<file path="src/rtl/tm1638_pkg.sv">
// Shared TM1638 protocol definitions: command-type codes, command bit
// positions, responder state encoding and the pin-event bundle.
package tm1638_pkg;

  localparam int unsigned KEY_BYTES = 4;
  localparam int unsigned RAM_BYTES = 16;
  localparam int unsigned ADDR_W    = 4;
  localparam int unsigned BRIGHT_W  = 3;

  // Command type lives in byte bits [7:6]
  typedef enum logic [1:0] {
    CMD_NONE = 2'b00,
    CMD_DATA = 2'b01,
    CMD_DISP = 2'b10,
    CMD_ADDR = 2'b11
  } cmd_t;

  // Data-command bit positions
  localparam int unsigned DATA_READ_BIT  = 1;
  localparam int unsigned DATA_FIXED_BIT = 2;

  // Display-control fields: bit 3 = on, bits 2:0 = brightness
  localparam int unsigned DISP_ON_BIT = 3;

  typedef enum logic [2:0] {
    S_IDLE,
    S_CMD,
    S_WDATA,
    S_RDATA,
    S_IGNORE
  } state_t;

  // Synchronized pin level with edge pulses, all aligned to the same cycle
  typedef struct packed {
    logic level;
    logic rise;
    logic fall;
  } pin_ev_t;

endpackage

</file>
<file path="src/rtl/tm1638_responder_if.sv">
// TM1638 serial link (STB/SCLK/DIO). The host drives stb, sclk, dio_in;
// the responder drives dio_out and dio_oe.
interface tm1638_responder_if;
  logic stb;
  logic sclk;
  logic dio_in;
  logic dio_out;
  logic dio_oe;

  modport master (output stb, sclk, dio_in, input dio_out, dio_oe);
  modport slave  (input stb, sclk, dio_in, output dio_out, dio_oe);
endinterface

</file>
<file path="src/rtl/tm1638_pin_sync.sv">
// N-stage synchronizer with registered rise/fall pulses.
// Ports: clk, rst (async active-low), d (async pin), ev (level/rise/fall,
// all SYNC_STAGES+1 cycles behind the pin).
module tm1638_pin_sync
  import tm1638_pkg::*;
#(
  parameter int unsigned SYNC_STAGES = 2,
  parameter logic        RST_VAL     = 1'b0
)
(
  input  logic    clk,
  input  logic    rst,
  input  logic    d,
  output pin_ev_t ev
);

  logic [SYNC_STAGES-1:0] sync_q;
  logic                   level_q;
  logic                   rise_q;
  logic                   fall_q;

  // level_q is the previous synced value, so it lines up with the pulses
  always_ff @(posedge clk or negedge rst) begin
    if (!rst) begin
      sync_q  <= {SYNC_STAGES{RST_VAL}};
      level_q <= RST_VAL;
      rise_q  <= 1'b0;
      fall_q  <= 1'b0;
    end else begin
      sync_q  <= {sync_q[SYNC_STAGES-2:0], d};
      level_q <= sync_q[SYNC_STAGES-1];
      rise_q  <= sync_q[SYNC_STAGES-1] & ~level_q;
      fall_q  <= ~sync_q[SYNC_STAGES-1] & level_q;
    end
  end

  assign ev.level = level_q;
  assign ev.rise  = rise_q;
  assign ev.fall  = fall_q;

endmodule

</file>
<file path="src/rtl/tm1638_responder.sv">
// TM1638 device-side responder: decodes host frames, holds the 16-byte
// display RAM and display control, returns 4 key bytes on read frames.
// Ports: clk, rst (async active-low), sio (serial link, slave side),
// key_data (key bytes in), disp_ram, display_on, brightness,
// frame_err (one-cycle pulse when a frame ends on a partial byte).
module tm1638_responder
  import tm1638_pkg::*;
#(
  parameter int unsigned SYNC_STAGES = 2
)
(
  input  logic                     clk,
  input  logic                     rst,
  tm1638_responder_if.slave        sio,
  input  logic [KEY_BYTES*8-1:0]   key_data,
  output logic [RAM_BYTES*8-1:0]   disp_ram,
  output logic                     display_on,
  output logic [BRIGHT_W-1:0]      brightness,
  output logic                     frame_err
);

  localparam int unsigned BIT_W  = 3;
  localparam int unsigned KIDX_W = 2;

  pin_ev_t stb_ev, sclk_ev, dio_ev;

  tm1638_pin_sync #(.SYNC_STAGES(SYNC_STAGES), .RST_VAL(1'b1)) u_stb_sync
    (.clk(clk), .rst(rst), .d(sio.stb),    .ev(stb_ev));
  tm1638_pin_sync #(.SYNC_STAGES(SYNC_STAGES), .RST_VAL(1'b1)) u_sclk_sync
    (.clk(clk), .rst(rst), .d(sio.sclk),   .ev(sclk_ev));
  tm1638_pin_sync #(.SYNC_STAGES(SYNC_STAGES), .RST_VAL(1'b0)) u_dio_sync
    (.clk(clk), .rst(rst), .d(sio.dio_in), .ev(dio_ev));

  logic unused_ev;
  assign unused_ev = &{1'b0, stb_ev.level, sclk_ev.level, dio_ev.rise, dio_ev.fall};

  state_t                    state_q, state_d;
  logic [BIT_W-1:0]          bit_cnt_q, bit_cnt_d;
  logic [6:0]                shift_q, shift_d;
  logic [ADDR_W-1:0]         addr_q, addr_d;
  logic                      rd_mode_q, rd_mode_d;
  logic                      fixed_q, fixed_d;
  logic [RAM_BYTES*8-1:0]    ram_q, ram_d;
  logic                      on_q, on_d;
  logic [BRIGHT_W-1:0]       bright_q, bright_d;
  logic [KEY_BYTES*8-1:0]    snap_q, snap_d;
  logic [KIDX_W-1:0]         kidx_q, kidx_d;
  logic                      dio_out_q, dio_out_d;
  logic                      dio_oe_q, dio_oe_d;
  logic                      ferr_q, ferr_d;
  logic [7:0]                byte_val;
  logic                      byte_done;

  // State and datapath registers
  always_ff @(posedge clk or negedge rst) begin
    if (!rst) begin
      state_q   <= S_IDLE;
      bit_cnt_q <= '0;
      shift_q   <= '0;
      addr_q    <= '0;
      rd_mode_q <= 1'b0;
      fixed_q   <= 1'b0;
      ram_q     <= '0;
      on_q      <= 1'b0;
      bright_q  <= '0;
      snap_q    <= '0;
      kidx_q    <= '0;
      dio_out_q <= 1'b0;
      dio_oe_q  <= 1'b0;
      ferr_q    <= 1'b0;
    end else begin
      state_q   <= state_d;
      bit_cnt_q <= bit_cnt_d;
      shift_q   <= shift_d;
      addr_q    <= addr_d;
      rd_mode_q <= rd_mode_d;
      fixed_q   <= fixed_d;
      ram_q     <= ram_d;
      on_q      <= on_d;
      bright_q  <= bright_d;
      snap_q    <= snap_d;
      kidx_q    <= kidx_d;
      dio_out_q <= dio_out_d;
      dio_oe_q  <= dio_oe_d;
      ferr_q    <= ferr_d;
    end
  end

  // Frame decode: byte assembly, command handling, key transmit, frame end
  always_comb begin
    state_d   = state_q;
    bit_cnt_d = bit_cnt_q;
    shift_d   = shift_q;
    addr_d    = addr_q;
    rd_mode_d = rd_mode_q;
    fixed_d   = fixed_q;
    ram_d     = ram_q;
    on_d      = on_q;
    bright_d  = bright_q;
    snap_d    = snap_q;
    kidx_d    = kidx_q;
    dio_out_d = dio_out_q;
    dio_oe_d  = dio_oe_q;
    ferr_d    = 1'b0;
    // LSB first: the newest bit lands in bit 7 and shifts down
    byte_val  = {dio_ev.level, shift_q};
    byte_done = 1'b0;

    if (stb_ev.fall) begin
      state_d   = S_CMD;
      bit_cnt_d = '0;
    end else if (state_q != S_IDLE) begin
      if (sclk_ev.rise) begin
        shift_d   = byte_val[7:1];
        bit_cnt_d = bit_cnt_q + 3'd1;
        byte_done = (bit_cnt_q == 3'd7);
      end

      if (sclk_ev.fall && state_q == S_RDATA) begin
        dio_oe_d  = 1'b1;
        dio_out_d = snap_q[{kidx_q, bit_cnt_q}];
      end

      if (byte_done) begin
        unique case (state_q)
          S_CMD: begin
            unique case (cmd_t'(byte_val[7:6]))
              CMD_DATA: begin
                rd_mode_d = byte_val[DATA_READ_BIT];
                fixed_d   = byte_val[DATA_FIXED_BIT];
                if (rd_mode_d) begin
                  snap_d  = key_data;
                  kidx_d  = '0;
                  state_d = S_RDATA;
                end else begin
                  state_d = S_IGNORE;
                end
              end
              CMD_ADDR: begin
                addr_d  = byte_val[ADDR_W-1:0];
                state_d = S_WDATA;
              end
              CMD_DISP: begin
                on_d     = byte_val[DISP_ON_BIT];
                bright_d = byte_val[BRIGHT_W-1:0];
                state_d  = S_IGNORE;
              end
              default: state_d = S_IGNORE;
            endcase
          end
          S_WDATA: begin
            ram_d[{addr_q, 3'b000} +: 8] = byte_val;
            if (!fixed_q) addr_d = addr_q + 4'd1;
          end
          S_RDATA: begin
            if (kidx_q == 2'd3) begin
              state_d   = S_IGNORE;
              dio_oe_d  = 1'b0;
              dio_out_d = 1'b0;
            end else begin
              kidx_d = kidx_q + 2'd1;
            end
          end
          default: ;
        endcase
      end

      // A byte finishing on this same edge leaves the counter at zero
      if (stb_ev.rise) begin
        ferr_d    = (bit_cnt_d != 3'd0);
        state_d   = S_IDLE;
        bit_cnt_d = '0;
        dio_oe_d  = 1'b0;
        dio_out_d = 1'b0;
      end
    end
  end

  assign sio.dio_out = dio_out_q;
  assign sio.dio_oe  = dio_oe_q;
  assign disp_ram    = ram_q;
  assign display_on  = on_q;
  assign brightness  = bright_q;
  assign frame_err   = ferr_q;

endmodule

</file>
<file path="src/flat_wrapper.sv">
// flat-port wrapper written by rule: the top's interface ports become plain ports
module tm1638_responder_flat import tm1638_pkg::*;
#(
  parameter int unsigned SYNC_STAGES = 2
)
  (clk, rst, key_data, disp_ram, display_on, brightness, frame_err, sio_stb, sio_sclk, sio_dio_in, sio_dio_out, sio_dio_oe);
  tm1638_responder_if sio_i ();
  input  logic clk;
  input  logic rst;
  input  logic [KEY_BYTES*8-1:0] key_data;
  output logic [RAM_BYTES*8-1:0] disp_ram;
  output logic display_on;
  output logic [BRIGHT_W-1:0] brightness;
  output logic frame_err;
  input wire logic [$bits(sio_i.stb)-1:0] sio_stb;
  input wire logic [$bits(sio_i.sclk)-1:0] sio_sclk;
  input wire logic [$bits(sio_i.dio_in)-1:0] sio_dio_in;
  output wire logic [$bits(sio_i.dio_out)-1:0] sio_dio_out;
  output wire logic [$bits(sio_i.dio_oe)-1:0] sio_dio_oe;
  assign sio_i.stb = sio_stb;
  assign sio_i.sclk = sio_sclk;
  assign sio_i.dio_in = sio_dio_in;
  assign sio_dio_out = sio_i.dio_out;
  assign sio_dio_oe = sio_i.dio_oe;
  tm1638_responder #(.SYNC_STAGES(SYNC_STAGES)) u_core (.clk(clk), .rst(rst), .sio(sio_i), .key_data(key_data), .disp_ram(disp_ram), .display_on(display_on), .brightness(brightness), .frame_err(frame_err));
endmodule
</file>
<file path="config.mk">
export PLATFORM = sky130hd
export DESIGN_NAME = tm1638_responder_flat
export DESIGN_NICKNAME = d
export VERILOG_FILES = /design/src/rtl/tm1638_pkg.sv /design/src/rtl/tm1638_responder_if.sv /design/src/rtl/tm1638_pin_sync.sv /design/src/rtl/tm1638_responder.sv /design/src/flat_wrapper.sv
export SDC_FILE = /design/constraint.sdc
export NUM_CORES = 1
export LEC_CHECK = 0
export CAP_MARGIN = 5
export CORE_ASPECT_RATIO = 1.1
export CORE_MARGIN = 3
export CORE_UTILIZATION = 30
export CTS_BUF_LIST = sky130_fd_sc_hd__clkbuf_8 sky130_fd_sc_hd__clkbuf_16
export DETAILED_ROUTE_END_ITERATION = 10
export GPL_ROUTABILITY_DRIVEN = 0
export PLACE_DENSITY_LB_ADDON = 0.12
export SLEW_MARGIN = 20
export SYNTH_ARGS = -nofsm -noshare
export SYNTH_HDL_FRONTEND = slang
export SYNTH_SLANG_ARGS = --single-unit
export TNS_END_PERCENT = 50
</file>
<file path="constraint.sdc">
create_clock -name clk -period 4.85 [get_ports clk]
set_input_delay 0.97 -clock clk [delete_from_list [all_inputs] [get_ports clk]]
set_output_delay 0.97 -clock clk [all_outputs]
set_load 0.05 [all_outputs]
</file>
Word level (Yosys, flattened, before mapping)

Cells that the tools add are included.

$add $sub $neg: 4
$lt $le $gt $ge: 1
Equal/unequal tests: 14
Shift operators: 2
Multiplexer cells: 40
Bitwise logic cells: 9
Reduce and logical (&&, ||, !) cells: 17

Operator list:

| cell                    | number |
|---|---|
| $bwmux 128              | 1 |
| $shift 8x9->128 const A | 1 |
| $shiftx 8x9->128        | 1 |
| $mux 3                  | 12 |
| $mux 1                  | 17 |
| $pmux 3 s2              | 2 |
| $reduce_and 6->1        | 2 |
| $reduce_and 5->1        | 2 |
| $neg 7->9               | 1 |
| $reduce_bool 3->1       | 3 |
| $mux 4                  | 2 |
| $pmux 4 s2              | 1 |
| $reduce_and 4->1        | 2 |
| $reduce_and 7->1        | 1 |
| $eq 2x2->1 const B      | 3 |
| $eq 3x2->1 const B      | 2 |
| $lt 5x6->1 const B      | 1 |
| $mux 2                  | 3 |
| $ne 2x1->1 const B      | 3 |
| $reduce_bool 2->1       | 3 |
| $bmux 1 s5              | 1 |
| $not 1->1               | 5 |
| $add 4x1->4 const B     | 1 |
| $and 1x1->1             | 4 |
| 12 further kinds        | 13 |

Bits in registers: 200
Output and inout bits: 135
Word-level logic and storage cells: 110

Depth between registers and ports, before layout

Gate-level depths: netlist of the first run.

Depth in word-level cells: 8
Gate-level depth with buffers: 9
Depth with buffers taken out: 6

Cells and area by module

Synthesis of the first run repeated with hierarchy kept, for this count alone.

Cell total of the unflattened synthesis: 624
Area, all modules: 8987.4 um2

Modules (own cells, without submodules):

| module                                    | instances | cells each | area each (um2) | sequential area each (um2) |
|---|---|---|---|---|
| tm1638_responder                          | 1         | 594        | 8491.9          | 4679.5 |
| tm1638_pin_sync at u_core.u_sclk_sync ... | 2         | 10         | 166.4           | 128.9 |
| tm1638_pin_sync at u_core.u_dio_sync      | 1         | 10         | 162.7           | 125.1 |

Worst setup path after synthesis of the first run

No wires, ideal clock.

Path kind: register to register
Start: reg u_core.addr_q[0]
End: reg u_core.ram_q[100] (netlist: u_core.disp_ram[100])
Setup time: 125 ps
Arrival time: 2564 ps
Data required time: 4725 ps
Setup slack: 2161 ps
Cell stages (with the launch flop): 9
Path buffers: 2
Path through: dfrtp_1 > clkbuf_1 > inv_1 > ha_1 > xnor2_2 > and4b_1 > buf_2 > nor4b_4 > mux2_2

Longest elaborated chain between the ends: 3
Elaborated cells between the ends (all ways): 4
Those cells by class: 1 x add/sub; 2 x shift; 1 x mux

Ends and longest elaborated chain:

| element                                                    | RTL line                | text |
|---|---|---|
| from (decl)                                                | tm1638_responder.sv:40  | `logic [ADDR_W-1:0] addr_q, addr_d;` |
| from (signal assigned)                                     | tm1638_responder.sv:75  | `addr_q <= addr_d;` |
| $neg 7->9 (*)                                              | tm1638_responder.sv:152 | `ram_d[{addr_q, 3'b000} +: 8] = byte_val;` |
| $shiftx 8x9->128 / $shift 8x9->128 (equally long branches) | tm1638_responder.sv:152 |  |
| $bwmux 128 (*)                                             | tm1638_responder.sv:152 |  |
| to (signal assigned)                                       | tm1638_responder.sv:78  | `ram_q <= ram_d;` |
| to (decl)                                                  | tm1638_responder.sv:43  | `logic [RAM_BYTES*8-1:0] ram_q, ram_d;` |

Mark *: on every way between the ends. The rest lies on a longest branch, timed or not.
A chain may end at the register's enable or synchronous reset.

Worst setup path in the final report of the first run

Start: reg u_core.addr_q[0]
End: reg u_core.ram_q[98] (netlist: u_core.disp_ram[98])

The elaborated chain is that of the path after synthesis.

==> metrics.txt, run 1 <==
Critical Path Source=u_core.addr_q[0]; Async SR Flop Fraction=1.00; Hold Path Cell Cnt=0; layout cells sized above 1=0.284; Crit path arrival time=4.11 ns; n_diodes=0; synth top area cells=dfrtp_1 (56%), mux2_2 (21%), dfstp_2 (1.8%), nor2b_1 (1.8%), mux2i_1 (1.7%); total iterations of the first detailed-routing run=4; initial core utilization=0.307; worst r2r dst=u_core.disp_ram[98]; worst rel slew slack=0.324; gr ovfl total=0; drt total wl=21900 um; number of synthesized register bits=200; PortBufs=171; critical path class=reg -> reg; max_cap viols=0; clock buffer depth=2; setup repair after global routing missed its margin=no; hold_ws=0.349 ns; Power Internal=2.52 mW; Clk Latency, worst-skew pair=0.43 ns; Post-synth EDFFs=0; PostCTS Resize Cnt=0; Global Route Usage Sum=0.144; synthesized area=8620 um2; Post-synth top cells=dfrtp_1 (194), mux2_2 (164), nor2b_1 (25); clock power share=0.405; Post-CTS Setup Bufs=0; Clock Tree Root=clkbuf_16; fin crit period=3.80 ns; static leakage=5.23 nW; initial DRC count=243; r2r startpoint=u_core.addr_q[0]; Clock Skew=0.0120 ns; fin nets=823; top-count cell post-synth=dfrtp_1; Area Overhead vs Synth=30.6%; die span in y=184 um; Met1 Routed Length=9790 um; worst path required time=5.17 ns; CP max FO=22; sequential area share after synthesis=0.582; r2r setup slk=1.05 ns; largest net degree at the start of global routing=84; hpwl dp=15600 um; Worst Tran Pin Value=1.01 ns; wire per inst=19.0 um; Hold-fix buffers, CTS=0; Synth Flop Type=dfrtp_1; met3 wire len=806 um; Synth top area share=0.563; antenna violations before repair=0; CTS sink cnt=200; Worst setup EP type=flop; Hold Fails Final Rpt=0; Worst Hold Endpoint=u_core.u_dio_sync.level_q; Die X-Extent=168 um; number of global-route vias before repair=5929; hold_sp=u_core.u_dio_sync.sync_q[1]; Pins Over Slew Limit=0; Flop pwr share=0.540; CTS H-tree lvls=4; fin crit share=0.783; Unique masters post-synth=59; via count=5496; core box area=28000 um2; fmax=263 MHz; CTS tree=done; top layer in use=met4; first-pass GRT wire length=34600 um; CP startpoint kind=flop; Peak VDD IR=0.194 mV; Yosys top cell by area=dfrtp_1; Syn Inst Count=619; Mapped Avg Cell Area=13.9 um2; CTS buffer count=17; fill count=2646; worst reg-to-reg path cell count=6; switching pwr=912 uW; Sum Neg Setup Slack=0 ns; syn nets=664; IO Pins=172; min-delay worst type=reg -> reg; outcome=completed; Ys Warns=0; Die Footprint=30800 um2; Final Setup Violations=0; clock transition at the registers of the reported paths=0.07 ns; residual DRC count=0; PD cells=305 nW/um2; combinational share of power=0.055; Rows=64; DRT antenna net count=0; wire length on met2=11100 um; switching part of the total=0.266; vias per cell=4.77
## how the worst max path moves through the flow
| stage | slack, ns | end |
|---|---|---|
| detailed placement | 1.04 | u_core.disp_ram[97] |
| global placement | 1.20 | u_core.disp_ram[97] |
| CTS | 0.98 | u_core.disp_ram[98] |
| floorplan | 2.16 | u_core.disp_ram[100] |
| global route | 0.76 | u_core.disp_ram[98] |
| finish | 1.05 | u_core.disp_ram[98] |
## state kept, by name, summed over array words and instances (netlist names), 2 cells and up
signal,cells
u_core.disp_ram,128
u_core.snap_q,32
u_core.shift_q,7
u_core.addr_q,4
u_core.bit_cnt_q,3
u_core.brightness,3
u_core.state_q,3
u_core.kidx_q,2
u_core.u_dio_sync.sync_q,2
u_core.u_sclk_sync.sync_q,2
u_core.u_stb_sync.sync_q,2
## critical path, cell delays in order, from the launching register on
cell and delay [ns]:
dfrtp_1 0.80, inv_1 0.23, ha_1 0.35, xnor2_2 0.83, and4b_1 0.51, nor4b_4 0.56, mux2_2 0.40
## cells by family (layout without fill, tap and decap cells)
kind of cell | after synthesis | in the layout | synth area share
AOI/OAI and AO/OA | 39 | 39 | 0.0334
DFF | 200 | 200 | 0.582
buffers and inverters | 48 | 219 | 0.0227
xor gates and xnor gates | 3 | 3 | 0.00392
and+or+nand+nor | 136 | 136 | 0.0993
adders and majority gates | 8 | 8 | 0.0116
muxes | 185 | 185 | 0.247
## power groups by stage
stage | combinational, mW | clock, mW | sequential, mW
after CTS | 0.195 | 1.44 | 1.86
after floorplan | 0.159 | 0 | 1.76
after global placement | 0.189 | 0 | 1.89
after global routing | 0.213 | 1.51 | 1.87
final | 0.190 | 1.39 | 1.85
after detailed placement | 0.194 | 0 | 1.89
## layout by cell type, fill, tap and decap left out, types with 9 or more instances in the layout
master | netlist | final
mux2i_1 | 15 | 15
and3_1 | 14 | 14
mux2_2 | 164 | 164
dfrtp_1 | 194 | 194
clkbuf_16 | 0 | 17
nand2_1 | 15 | 15
clkdlybuf4s50_1 | 0 | 170
nor2b_1 | 25 | 25
nor2_1 | 9 | 9
inv_1 | 13 | 13
and2_1 | 17 | 17
## through the flow
step                cell area (um2)  utilization  setup WS (ns)  total power [mW]  instances
floorplan                      8620            -           2.16              1.92        619
global placement              10700        0.381           1.20              2.08       1122
detailed placement            10700        0.381           1.04              2.08       1122
CTS                           11300        0.402          0.981              3.49       1153
global route                  11300        0.402          0.763              3.59       1153
finish                        11300        0.402           1.05              3.43       1153
## layer usage
layer,GRT usage,vias up
met1,0.187,2841
li1,-,2526
met2,0.247,114
met3,0.0318,15
met4,0.0350,0
met5,0,-
## layout make-up
cell class                      count  area (um2)  share of cell area
Multi-Input combinational cell    371        3420               0.303
Tap cell                          363         454              0.0404
Clock buffer                       17         425              0.0378
Clock inverter                     14         141              0.0126
Inverter                           13        48.8             0.00434
Sequential cell                   200        5010               0.445
Timing Repair Buffer              175        1760               0.156
Note: power is estimated with default switching activity, not from simulation.
==> run 2: changes to the inputs <==
clock period = 3.4 ns   (was 4.85 ns; I/O delays follow)
==> metrics.txt, run 2 (same netlist as run 1, synthesis figures left out) <==
outcome=completed; Clk Latency, worst-skew pair=0.43 ns; worst path required time=3.70 ns; n_diodes=0; PD cells=432 nW/um2; initial DRC count=261; initial core utilization=0.307; PortBufs=171; via count=5572; clock transition at the registers of the reported paths=0.07 ns; critical path class=reg -> reg; Hold-fix buffers, CTS=0; pre-CTS setup slack=0.593 ns; first-pass GRT wire length=35300 um; fmax=357 MHz; CTS sink cnt=200; total iterations of the first detailed-routing run=4; most frequent cells in the layout=dfrtp_1 (194), clkdlybuf4s50_1 (170), mux2_2 (164), nor2b_1 (25); antenna violations before repair=0; commonest non-fill, non-tap cell in the layout=dfrtp_1; Rows=64; setup slack after layout=0.596 ns; fill count=2649; IO Pins=172; hpwl dp=15800 um; Crit path arrival time=3.11 ns; CTS H-tree lvls=4; Sum Neg Setup Slack=0 ns; min-delay worst type=in -> async; die span in y=184 um; number of global-route vias before repair=6085; Area Overhead vs Synth=31.3%; sequential standard cell area=5010 um2; clock buffer depth=2; CTS buffer count=17; fin crit period=2.80 ns; critical path, cell by cell=ha_1, nand4bb_1, nor2_2, nand4_1, mux2_2; Post-CTS Setup Bufs=0; PostCTS Resize Cnt=0; Worst Tran Pin Value=0.873 ns; fin crit share=0.825; max FFs per register=128; core box area=28000 um2; Hold Fails Final Rpt=0; fin nets=829; CTS tree=done; Die X-Extent=168 um; Final Setup Violations=0; Worst setup EP type=flop; DRT antenna net count=0; layout cells sized above 1=0.289; Global Route Usage Sum=0.146; wire per inst=19.1 um; largest net degree at the start of global routing=75; CP peak stage delay=0.65 ns; Peak VDD IR=0.280 mV; slowest CP cell=dfrtp_1; Die Footprint=30800 um2; static leakage=5.26 nW; worst rel slew slack=0.417; Pins Over Slew Limit=0; CP max FO=12; Clock Skew=0.00906 ns; setup repair after global routing missed its margin=no; vias per cell=4.81; hold_ws=0.212 ns; max_cap viols=0; CP startpoint kind=flop; Clock Tree Root=clkbuf_16; residual DRC count=0; gr ovfl total=0; drt total wl=22200 um; multi-input combinational cell area=3420 um2
run 2: layout make-up:
type	count	area share
Inverter	13	0.00431
Sequential cell	200	0.443
Clock buffer	19	0.0400
Clock inverter	12	0.00985
Multi-Input combinational cell	371	0.302
Timing Repair Buffer	181	0.161
Tap cell	363	0.0402
run 2: where the power goes:
group | switching (mW) | leakage [nW] | internal, mW
logic | 0.183 | 2.24 | 0.148
registers | 0.178 | 2.75 | 2.43
clock network | 0.946 | 0.276 | 1.00
run 2: layer usage:
layer	up-vias	wire length, um	global-route usage
met5	-	0	0
met2	121	11100	0.248
met1	2891	9890	0.188
met3	22	895	0.0346
met4	0	326	0.0380
li1	2538	-	-
run 2: stage by stage:
| stage | cells | total power, mW | area, um2 | util |
|---|---|---|---|---|
| 2_1_floorplan | 619 | 2.74 | 8620 | - |
| 3_3_place_gp | 1128 | 2.99 | 10700 | 0.383 |
| 3_5_place_dp | 1128 | 3.00 | 10700 | 0.383 |
| 4_1_cts | 1159 | 4.99 | 11300 | 0.404 |
| 5_1_grt | 1159 | 5.13 | 11300 | 0.404 |
| 6_report | 1159 | 4.89 | 11300 | 0.404 |
run 2: worst paths after layout:
path | startpoint | slack (ns) | end | depth (start not counted)
setup / recovery | u_core.bit_cnt_q[2] | 0.60 | u_core.disp_ram[122] | 5
hold / removal | rst | 0.21 | u_core.disp_ram[108] | 1
setup reg to reg | u_core.bit_cnt_q[2] | 0.60 | u_core.disp_ram[122] | 5
hold reg to reg | u_core.u_dio_sync.sync_q[0] | 0.35 | u_core.u_dio_sync.sync_q[1] | 0
max in group asynchronous | rst | 2.39 | u_core.disp_ram[55] | 2
min in group clk | u_core.u_dio_sync.sync_q[0] | 0.35 | u_core.u_dio_sync.sync_q[1] | 0
run 2: critical path, delay by kind of cell, from the launching register on:
kind                     cells  cell delay [ns]
AND/OR/NAND/NOR              3             1.22
multiplexers                 1             0.45
flip-flops                   1             0.65
adder cells (fa/ha/maj)      1             0.36
